### config.mk
export PLATFORM = sky130hd
export DESIGN_NAME = imem_loader
export DESIGN_NICKNAME = d
export VERILOG_FILES = /design/src/rtl/imem_loader.sv
export SDC_FILE = /design/constraint.sdc
export NUM_CORES = 1
export LEC_CHECK = 0
export BUFFER_PORTS_ARGS = -buffer_cell sky130_fd_sc_hd__buf_2
export CORE_MARGIN = 8
export CORE_UTILIZATION = 35
export CTS_BUF_LIST = sky130_fd_sc_hd__clkbuf_8
export DETAILED_ROUTE_END_ITERATION = 8
export PLACE_DENSITY = 0.66
export SLEW_MARGIN = 20
export SYNTH_ARGS = -nofsm -noshare
export SYNTH_HDL_FRONTEND = slang
export SYNTH_SLANG_ARGS = --single-unit
### constraint.sdc
create_clock -name clk -period 3.5 [get_ports clk]
set_clock_uncertainty 0.1 [all_clocks]
set_input_delay 0.175 -clock clk [delete_from_list [all_inputs] [get_ports clk]]
set_output_delay 0.175 -clock clk [all_outputs]
set_load 0.01 [all_outputs]
### src/rtl/imem_loader.sv
// imem_loader: loads a framed byte stream (length, N bytes, XOR checksum)
// into instruction memory starting at index 0.
//
// Ports:
//   clk, rst_n        clock, async active-low reset
//   start             one-cycle pulse, begins a load when idle
//   in_valid/in_data  byte stream input, accepted when in_ready is high
//   in_ready          loader accepts a byte this cycle (state only)
//   wr_en/addr/data   instruction-memory write port, 1-cycle latency
//   busy              load in progress
//   done/error        sticky result of the last load
//   loaded_count      bytes written by the current/last load
module imem_loader #(
  parameter int TIMEOUT = 255
) (
  input  logic       clk,
  input  logic       rst_n,
  input  logic       start,
  input  logic       in_valid,
  input  logic [7:0] in_data,
  output logic       in_ready,
  output logic       wr_en,
  output logic [7:0] wr_addr,
  output logic [7:0] wr_data,
  output logic       busy,
  output logic       done,
  output logic       error,
  output logic [7:0] loaded_count
);

  typedef enum logic [1:0] {
    S_IDLE,
    S_LEN,
    S_DATA,
    S_CHK
  } state_t;

  // Idle count that triggers the abort on the next empty cycle.
  localparam logic [7:0] TO_LAST = 8'(TIMEOUT - 1);

  state_t     state, state_nx;
  logic [7:0] remain, remain_nx;
  logic [7:0] acc, acc_nx;
  logic [7:0] idle, idle_nx;
  logic [7:0] cnt_nx;
  logic       busy_nx, done_nx, error_nx;
  logic       wr_en_nx;
  logic [7:0] wr_addr_nx, wr_data_nx;
  logic       accept;

  assign in_ready = (state != S_IDLE);
  assign accept   = in_valid && in_ready;

  always_ff @(posedge clk or negedge rst_n) begin
    if (!rst_n) begin
      state        <= S_IDLE;
      remain       <= 8'd0;
      acc          <= 8'd0;
      idle         <= 8'd0;
      loaded_count <= 8'd0;
      busy         <= 1'b0;
      done         <= 1'b0;
      error        <= 1'b0;
      wr_en        <= 1'b0;
      wr_addr      <= 8'd0;
      wr_data      <= 8'd0;
    end else begin
      state        <= state_nx;
      remain       <= remain_nx;
      acc          <= acc_nx;
      idle         <= idle_nx;
      loaded_count <= cnt_nx;
      busy         <= busy_nx;
      done         <= done_nx;
      error        <= error_nx;
      wr_en        <= wr_en_nx;
      wr_addr      <= wr_addr_nx;
      wr_data      <= wr_data_nx;
    end
  end

  always_comb begin
    state_nx   = state;
    remain_nx  = remain;
    acc_nx     = acc;
    idle_nx    = idle;
    cnt_nx     = loaded_count;
    busy_nx    = busy;
    done_nx    = done;
    error_nx   = error;
    wr_en_nx   = 1'b0;
    wr_addr_nx = wr_addr;
    wr_data_nx = wr_data;

    unique case (state)
      S_IDLE: begin
        if (start) begin
          state_nx = S_LEN;
          done_nx  = 1'b0;
          error_nx = 1'b0;
          cnt_nx   = 8'd0;
          acc_nx   = 8'd0;
          idle_nx  = 8'd0;
          busy_nx  = 1'b1;
        end
      end
      S_LEN: begin
        if (accept) begin
          if (in_data == 8'd0) begin
            state_nx = S_IDLE;
            error_nx = 1'b1;
            busy_nx  = 1'b0;
          end else begin
            remain_nx = in_data;
            state_nx  = S_DATA;
          end
        end
      end
      S_DATA: begin
        if (accept) begin
          wr_en_nx   = 1'b1;
          wr_addr_nx = loaded_count;
          wr_data_nx = in_data;
          cnt_nx     = loaded_count + 8'd1;
          acc_nx     = acc ^ in_data;
          remain_nx  = remain - 8'd1;
          if (remain == 8'd1)
            state_nx = S_CHK;
        end
      end
      S_CHK: begin
        if (accept) begin
          state_nx = S_IDLE;
          busy_nx  = 1'b0;
          if (in_data == acc)
            done_nx = 1'b1;
          else
            error_nx = 1'b1;
        end
      end
      default: state_nx = S_IDLE;
    endcase

    // Watchdog on a stalled stream while busy.
    if (state != S_IDLE) begin
      if (accept) begin
        idle_nx = 8'd0;
      end else if (idle == TO_LAST) begin
        state_nx = S_IDLE;
        error_nx = 1'b1;
        busy_nx  = 1'b0;
        idle_nx  = 8'd0;
      end else begin
        idle_nx = idle + 8'd1;
      end
    end
  end

endmodule

==> results of run 1 <==
-- state kept, by name, indices dropped and copies added, names as in the netlist --
name and flops:
remain 8, loaded_count 8, wr_data 8, wr_en 1, done 1, busy 1
error 1, wr_addr 8, state 2, acc 8, idle 8
-- metrics by stage --
| stage | hold slack, ns | area [µm²] | instances | util [%] |
|---|---|---|---|---|
| after floorplan | -0.221 | 2660 | 286 | - |
| after global placement | 0.186 | 2940 | 418 | 40.4 |
| after detailed placement | 0.184 | 2940 | 418 | 40.4 |
| after CTS | 0.0463 | 3050 | 427 | 41.8 |
| after global routing | 0.0517 | 3050 | 427 | 41.8 |
| final | 0.0528 | 3050 | 427 | 41.8 |
-- power by group through the flow --
stage               registers (W)  logic, W  clock network, W
finish                    0.00104  0.000780          0.000360
global route              0.00107  0.000893          0.000391
CTS                       0.00103  0.000792          0.000373
detailed placement        0.00104  0.000788                 0
global placement          0.00103  0.000775                 0
floorplan                 0.00102  0.000558                 0
-- kinds of logic after synthesis --
family	share of synthesized area, %
mux	1.13
compound gates	14.0
simple gates	23.9
buf+inv	3.11
flops	50.9
xor+xnor	4.62
fa+ha+maj	2.36
-- repair_timing --
action | CTS | global route
hold buffers | 1 | 0
hold endpoints to repair | 32 | 0
setup endpoints to repair | 0 | 0
-- worst paths after layout --
kind	from	slack, ns	endpoint	cells after the start
worst min register to register	wr_addr[2]	0.37	wr_addr[2]	2
worst max-delay path	state[1]	1.23	acc[0]	5
max in group asynchronous	rst_n	2.17	remain[4]	3
min in group asynchronous	rst_n	0.36	wr_addr[5]	2
worst min-delay path	in_data[4]	0.05	wr_data[4]	3
worst max register to register	state[1]	1.23	acc[0]	5
-- routing by layer --
layer	vias up	share of wire (%)	track usage (%)
met1	1079	45	16.0
met3	7	8.3	3.78
met5	-	0	0
met2	61	46	20.0
met4	0	1.1	3.34
li1	1082	-	-
-- layout make-up --
class                           instances  share of cell area, %
Timing Repair Buffer                   44                   7.64
Multi-Input combinational cell        216                   40.1
Inverter                                6                  0.739
Clock buffer                            6                   2.71
Clock inverter                          2                  0.411
Sequential cell                        54                   44.3
Tap cell                               99                   4.06
-- worst max-delay path, cell delays in order (launching register included) --
cell and delay, ns:
dfrtp_1 0.59, nand3b_1 0.21, clkinv_1 0.37, nor2_1 0.62, o21ai_0 0.18, o21ai_0 0.12
-- layout by cell type (no fill, tap or decap), types with 4 or more instances in the layout --
master    netlist  layout
nand2_1        69      69
nand4_1         5       5
nand2b_1        5       5
and3_1          4       4
inv_1           5       5
a31oi_1         5       5
o21ai_0        23      23
xnor2_1        11      11
nor3_1          5       5
nor2_1         22      22
ha_1            5       5
clkbuf_8        1       6
a21oi_1         6       6
nand3_1         8       8
buf_2           1      40
dfrtp_1        54      54
a21o_1          4       4
==> flow_metrics.py, run 1 <==
metrics = {
    "status": {
        "outcome": "complete, no violations",
    },
    "global_routing": {
        "grt_start_max_net_pins": 34,
        "grt_pass1_wl_um": 10500,
        "grt.overflow.total": 0,
        "grtUsageTotal_pct": 12.5,
        "grt_pass1_vias": 2177,
        "antenna_found_initial": 0,
    },
    "finish": {
        "n_antenna_cell": 0,
        "fill_cells": 786,
        "register_area_mm2": 0.00135,
        "drive_gt1_share_pct": 17.7,
        "multi_input_area_mm2": 0.00122,
        "fin_nets": 344,
        "area_growth_pct": 14.7,
    },
    "power": {
        "p_per_area_mw_per_mm2": 714,
        "total_power_w": 0.00218,
        "p_comb_share_pct": 35.8,
        "p_sw_w": 0.000858,
        "seq_power_share_pct": 47.6,
        "leakagePower_nw": 1.50,
        "p_clk_share_pct": 16.6,
        "p_int_w": 0.00132,
        "p_sw_share_pct": 39.4,
        "ir_drop_uv": 283,
    },
    "sta": {
        "period_needed_ns": 2.27,
        "maxSlewHeadroom_pct": 51.4,
        "fin_crit_sh_pct": 64.9,
        "report.final.slew_viol_count": 0,
        "setup_viol": 0,
        "worst_pin_slew_ns": 0.729,
        "grt_setup_unrepaired": "false",
        "final.setup.tns_ns": 0,
        "fmax_mhz": 440,
        "worst_slack_ns": 1.23,
        "hold_viol": 0,
    },
    "place": {
        "place_congestion": 0.862,
        "dpl.hpwl_um": 4550,
        "portBuffers": 40,
        "dp_slack_ns": 1.29,
    },
    "critical_path": {
        "critPathCaptureType": "register",
        "start_kind": "register",
        "critical_path_class": "reg2reg",
        "path_max_fanout": 18,
        "required_ns": 3.62,
        "arrival_ns": 2.39,
    },
    "logic_synthesis": {
        "yosys.area.top_type_share_pct": 50.9,
        "synthArstFlopShare_pct": 100,
        "ys_ff_latch": 54,
        "synth_common_cells": "69 x nand2_1, 54 x dfrtp_1, 23 x o21ai_0",
        "synth-edff-count": 0,
        "avgSynthCellArea_um2": 9.29,
        "yosysTopAreaCell": "dfrtp_1",
        "yosysWarnings": 0,
        "ys_seq_area_share_pct": 50.9,
        "synth_top_flop_cell": "dfrtp_1",
        "syn_inst": 286,
        "synth.cell_area_mm2": 0.00266,
        "yosysMostFrequentCell": "nand2_1",
        "synth_cell_types": 52,
        "synth_nets": 303,
        "yosys-top-cells-area": "dfrtp_1 51%, nand2_1 9.8%, o21ai_0 4.3%",
    },
    "detailed_routing": {
        "wl_per_cell_um": 14.6,
        "final_antenna_net_count": 0,
        "routed_wl_um": 6230,
        "firstDrtPassIters": 6,
        "vias_per_cell": 5.22,
        "vias": 2229,
        "first_iter_violations": 116,
        "drc_errors": 0,
    },
    "floorplanning": {
        "fp.dieW_um": 103,
        "pin_count": 41,
        "start_util_pct": 36.4,
        "coreArea_mm2": 0.00729,
        "die_height_um": 103,
        "die-area_mm2": 0.0106,
        "placementRows": 31,
    },
    "clocking": {
        "clock_latency_ns": 0.31,
        "clk_pin_slew_worst_paths_ns": 0.10,
        "clockBufferDepth": 2,
        "cts_resized": 0,
        "cts_root_buffer": "clkbuf_8",
        "cts_setup_buffers": 0,
        "cts.sink_count": 54,
        "cts_made_buffers": 5,
        "cts_tree": "yes",
        "htreeDepth": 2,
    },
    "min_path": {
        "hold_path.class": "in2reg",
    },
    "job": {
        "maxCapViolations": 0,
    },
}
(Power assumes the default switching activity.)
==> inputs of run 2 (changes only) <==
- PLACE_DENSITY: 0.66 -> 0.68
- clock period: 3.5 -> 2 ns (I/O delays scaled with it)
==> run 2 against run 1 <==
  * Die area did not move
  * Global-route usage fell by 0.12 points
  * Register-to-register slack got worse by 1.0 ns
  * Flip-flop and latch count did not move
  * Design area rose by 3.6%
  * Final cell count rose by 2.8%
  * Setup slack got worse by 1.1 ns
  * Clock power rose by 66%
  * Via count fell by 0.67%
  * Largest cell class unchanged
  * Largest power group unchanged
==> flow_metrics.py, run 2 (synthesis results as in run 1) <==
metrics = {
    "status": {
        "outcome": "complete, no violations",
    },
    "sta": {
        "worst_pin_slew_ns": 0.685,
        "maxSlewHeadroom_pct": 54.4,
        "hold_slack_ns": 0.0631,
        "period_needed_ns": 1.85,
        "setup_viol": 0,
        "grt_setup_unrepaired": "false",
        "final.setup.tns_ns": 0,
        "fin_crit_sh_pct": 92.6,
        "fmax_mhz": 540,
        "report.final.slew_viol_count": 0,
        "hold_viol": 0,
    },
    "finish": {
        "fin_cells": 439,
        "mostFrequentLayoutCells": "69 x nand2_1, 54 x dfrtp_1, 40 x buf_2",
        "fin_nets": 357,
        "mostFrequentLayoutCell": "nand2_1",
        "drive_gt1_share_pct": 18.5,
        "n_antenna_cell": 0,
        "fill_cells": 771,
        "area_growth_pct": 18.8,
    },
    "power": {
        "p_sw_w": 0.00150,
        "p_per_area_mw_per_mm2": 1220,
        "ir_drop_uv": 540,
        "seq_power_share_pct": 45.5,
        "p_clk_share_pct": 15.6,
        "p_int_w": 0.00234,
        "p_comb_share_pct": 38.9,
        "p_sw_share_pct": 39.1,
        "leakagePower_nw": 1.54,
    },
    "critical_path": {
        "required_ns": 2.11,
        "critPathCaptureType": "register",
        "crit_buf_inv": 2,
        "ff2ff_setup_slack_ns": 0.22,
        "r2r_end": "idle[7]",
        "crit_path_start": "in_data[3]",
        "r2r_cells": 6,
        "critPathTopFamily": "buffers and inverters",
        "rr_startpoint": "idle[0]",
        "arrival_ns": 1.96,
        "path_max_fanout": 9,
        "start_kind": "input pin",
        "critical_path_class": "in2reg",
        "path_depth": 6,
        "cp_cell_sequence": "dlygate4sd3_1 -> buf_2 -> nor4_1 -> a211o_1 -> nand2_1 -> a32o_1",
        "cpPeakStageDelay_ns": 0.54,
        "cp-endpoint": "remain[3]",
        "cpMaxStageDelayCell": "dlygate4sd3_1",
    },
    "global_routing": {
        "grt_pass1_vias": 2176,
        "antenna_found_initial": 0,
        "grt.overflow.total": 0,
        "grt_start_max_net_pins": 55,
        "grtUsageTotal_pct": 12.4,
        "grt_pass1_wl_um": 10600,
    },
    "floorplanning": {
        "fp.dieW_um": 103,
        "start_util_pct": 36.4,
        "die-area_mm2": 0.0106,
        "die_height_um": 103,
        "coreArea_mm2": 0.00729,
        "placementRows": 31,
        "pin_count": 41,
    },
    "clocking": {
        "clock_latency_ns": 0.31,
        "clk_pin_slew_worst_paths_ns": 0.10,
        "cts_made_buffers": 5,
        "cts_root_buffer": "clkbuf_8",
        "clockBufferDepth": 2,
        "cts.sink_count": 54,
        "cts_tree": "yes",
        "htreeDepth": 2,
        "cts_setup_buffers": 0,
    },
    "place": {
        "dpl.hpwl_um": 4430,
        "place_congestion": 0.825,
        "portBuffers": 40,
        "placedCellCount": 423,
    },
    "detailed_routing": {
        "wl_per_cell_um": 13.8,
        "final_antenna_net_count": 0,
        "drc_errors": 0,
        "vias": 2214,
        "routed_wl_um": 6060,
        "vias_per_cell": 5.04,
        "firstDrtPassIters": 4,
        "first_iter_violations": 83,
    },
    "min_path": {
        "hold_path.class": "in2reg",
    },
    "job": {
        "maxCapViolations": 0,
    },
}
## run 2: metal layers
layer | wire (µm) | track usage [%]
met2 | 2690 | 19.5
met3 | 430 | 3.11
met1 | 2860 | 16.4
met4 | 76 | 3.34
met5 | 0 | 0
## run 2: final cells by class
| cell class | count | area (µm²) | share of cell area (%) |
|---|---|---|---|
| flip-flops and latches | 54 | 1350 | 42.8 |
| multi-input cells | 216 | 1220 | 38.8 |
| repair buffers | 57 | 350 | 11.1 |
| well taps | 99 | 124 | 3.92 |
| clock buffers | 5 | 68.8 | 2.18 |
| inverters | 6 | 22.5 | 0.713 |
| clock inverters | 2 | 15.0 | 0.476 |
## run 2: worst min-delay path by stage
stage / end / slack (ns) / cells past startpoint / startpoint
2_1_floorplan: acc[0] / -0.30 / 0 / rst_n
3_3_place_gp: idle[6] / 0.17 / 2 / rst_n
3_5_place_dp: idle[5] / 0.18 / 2 / rst_n
4_1_cts: remain[0] / 0.06 / 3 / in_valid
5_1_grt: remain[0] / 0.09 / 3 / in_valid
6_report: remain[0] / 0.06 / 3 / in_valid
## run 2: worst reg2reg max path, delay by kind of cell, from the launching register on
kind / cells / cell delay (ns)
compound gates: 3 / 0.73
flops: 1 / 0.41
fa+ha+maj: 1 / 0.20
simple gates: 1 / 0.20
buf+inv: 1 / 0.06
## run 2: power groups by stage
stage / sequential, W / combinational, W / clock (W)
global placement: 0.00175 / 0.00146 / 0
floorplan: 0.00178 / 0.000976 / 0
finish: 0.00175 / 0.00149 / 0.000599
CTS: 0.00175 / 0.00151 / 0.000619
global route: 0.00181 / 0.00171 / 0.000653
detailed placement: 0.00177 / 0.00150 / 0
## run 2: stage by stage
| step | setup WS [ns] | util, % | cell area, µm² | power, W |
|---|---|---|---|---|
| after floorplan | 0.278 | - | 2660 | 0.00275 |
| after global placement | 0.217 | 40.9 | 2980 | 0.00322 |
| after detailed placement | 0.146 | 40.9 | 2980 | 0.00327 |
| after CTS | 0.133 | 43.3 | 3150 | 0.00388 |
| after global routing | 0.0348 | 43.3 | 3160 | 0.00417 |
| final | 0.147 | 43.3 | 3160 | 0.00384 |
## run 2: timing repair
item,4_1_cts,5_1_grt
setup endpoints to repair,0,8
hold buffers,9,0
endpoints found under the hold margin,63,0
gates resized for setup,0,1
==> inputs of run 3 (changes only) <==
- GPL_TIMING_DRIVEN: not set -> 0
==> run 3 against run 2 <==
  * Clock-buffer cell count unchanged
  * Critical path depth unchanged
  * Utilization up 0.33 points
  * Power up 2.5%
  * Routed wire length up 4.3%
  * Die area unchanged
  * Hold slack worse by 0.010 ns
  * Flip-flop and latch count unchanged
  * First-iteration DRC count up 88%
  * Final cell count up 0.68%
  * Critical path type is now reg2reg
  * Largest cell class unchanged
==> flow_metrics.py, run 3 (synthesis results as in run 1) <==
metrics = {
    "status": {
        "outcome": "complete, no violations",
    },
    "detailed_routing": {
        "wl_per_cell_um": 14.3,
        "first_iter_violations": 156,
        "final_antenna_net_count": 0,
        "vias": 2244,
        "top_layer_used": "met4",
        "met2_length_um": 2820,
        "drc_errors": 0,
        "met3_length_um": 443,
        "routed_wl_um": 6320,
        "wl_met1_um": 3020,
        "vias_per_cell": 5.08,
        "firstDrtPassIters": 4,
    },
    "floorplanning": {
        "coreArea_mm2": 0.00729,
        "die-area_mm2": 0.0106,
        "start_util_pct": 36.4,
        "pin_count": 41,
        "fp.dieW_um": 103,
        "placementRows": 31,
        "die_height_um": 103,
    },
    "clocking": {
        "clockBufferDepth": 2,
        "clk_pin_slew_worst_paths_ns": 0.11,
        "cts.sink_count": 54,
        "cts_root_buffer": "clkbuf_8",
        "cts_made_buffers": 5,
        "cts_setup_buffers": 0,
        "htreeDepth": 2,
        "cts_tree": "yes",
        "clock_latency_ns": 0.32,
    },
    "job": {
        "maxCapViolations": 0,
    },
    "power": {
        "p_sw_w": 0.00157,
        "p_per_area_mw_per_mm2": 1240,
        "p_sw_share_pct": 40.0,
        "p_comb_share_pct": 39.1,
        "p_clk_share_pct": 16.8,
        "ir_drop_uv": 493,
        "p_int_w": 0.00236,
        "leakagePower_nw": 1.56,
        "seq_power_share_pct": 44.0,
    },
    "global_routing": {
        "grt_pass1_vias": 2149,
        "grtUsageTotal_pct": 12.6,
        "grt_start_max_net_pins": 55,
        "grt.overflow.total": 0,
        "grt_pass1_wl_um": 10700,
        "antenna_found_initial": 0,
    },
    "finish": {
        "fin_nets": 359,
        "n_antenna_cell": 0,
        "drive_gt1_share_pct": 18.1,
        "final_area_mm2": 0.00318,
        "area_growth_pct": 19.7,
        "final_util_pct": 43.6,
        "mostFrequentLayoutCell": "nand2_1",
        "mostFrequentLayoutCells": "69 x nand2_1, 54 x dfrtp_1, 40 x buf_2",
        "fin_cells": 442,
    },
    "critical_path": {
        "start_kind": "register",
        "critPathCaptureType": "register",
        "cpMaxStageDelayCell": "dfrtp_1",
        "required_ns": 2.10,
        "critical_path_class": "reg2reg",
        "cp_cell_sequence": "buf_6 -> nand3b_1 -> clkinv_1 -> clkbuf_2 -> a31oi_1 -> a22oi_1",
        "arrival_ns": 1.96,
        "path_max_fanout": 10,
        "cpPeakStageDelay_ns": 0.39,
    },
    "sta": {
        "fmax_mhz": 539,
        "final.setup.tns_ns": 0,
        "period_needed_ns": 1.86,
        "maxSlewHeadroom_pct": 54.4,
        "hold_viol": 0,
        "grt_setup_unrepaired": "false",
        "worst_pin_slew_ns": 0.684,
        "hold_slack_ns": 0.0527,
        "fin_crit_sh_pct": 92.8,
        "report.final.slew_viol_count": 0,
        "setup_viol": 0,
    },
    "place": {
        "place_congestion": 0.837,
        "placedCellCount": 425,
        "placed_area_mm2": 0.00298,
        "dpl.hpwl_um": 4640,
        "portBuffers": 40,
    },
    "min_path": {
        "hold_path.class": "in2reg",
    },
}
run 3: cell types whose count changed in the layout (fill, tap and decap cells not counted):
| cell | delta |
|---|---|
| buf_6 | +1 |
| clkbuf_2 | +2 |
| clkinvlp_4 | -2 |
| clkbuf_8 | +1 |
| nor2_4 | +1 |
| clkinv_4 | +1 |
| nor2_2 | -1 |
| inv_6 | +1 |
| clkbuf_1 | +4 |
| buf_4 | -6 |
| inv_8 | +1 |
run 3: area by class of cell:
type                    count  area [µm²]
clock buffers               5        68.8
multi-input cells         216        1230
fillers                   755        4110
clock inverters             3        28.8
plain buffers              10        62.6
well taps                  99         124
inverters                   6        22.5
repair buffers             49         293
flip-flops and latches     54        1350
run 3: critical path: cells and delay by family, from the launching register on:
| family | cells | cell delay (ns) |
|---|---|---|
| simple gates | 1 | 0.20 |
| buf+inv | 3 | 0.76 |
| flops | 1 | 0.39 |
| compound gates | 2 | 0.29 |
run 3: layer usage:
layer	track usage, %	vias to the layer above
met5	0	-
met4	3.00	0
met3	3.58	5
met2	19.7	46
met1	16.9	1087
li1	-	1106
run 3: metrics by stage:
stage	setup slack [ns]	power, W
finish	0.145	0.00393
global placement	0.0312	0.00324
global route	0.0143	0.00427
detailed placement	-0.00631	0.00328
floorplan	0.278	0.00275
CTS	0.126	0.00397
run 3: final timing paths:
path	start	endpoint	slack, ns	cells after the start
min	start	idle[6]	0.05	4
max	state[1]	remain[5]	0.14	6
min reg2reg	wr_addr[2]	wr_addr[2]	0.38	2
min in group asynchronous	rst_n	idle[1]	0.25	2
max in group asynchronous	rst_n	wr_data[7]	1.08	2
max reg2reg	state[1]	remain[5]	0.14	6
run 3: what timing repair did:
item,CTS,global route
hold buffers,9,0
setup endpoints to repair,15,1
gates resized for setup,2,3
hold endpoints to repair,65,0
run 3: power groups by stage:
stage                     Sequential, W  Clock [W]  Combinational [W]
after floorplan                 0.00178          0           0.000976
after global placement          0.00174          0            0.00150
after detailed placement        0.00175          0            0.00153
after CTS                       0.00173   0.000684            0.00155
after global routing            0.00180   0.000734            0.00174
final                           0.00173   0.000663            0.00154
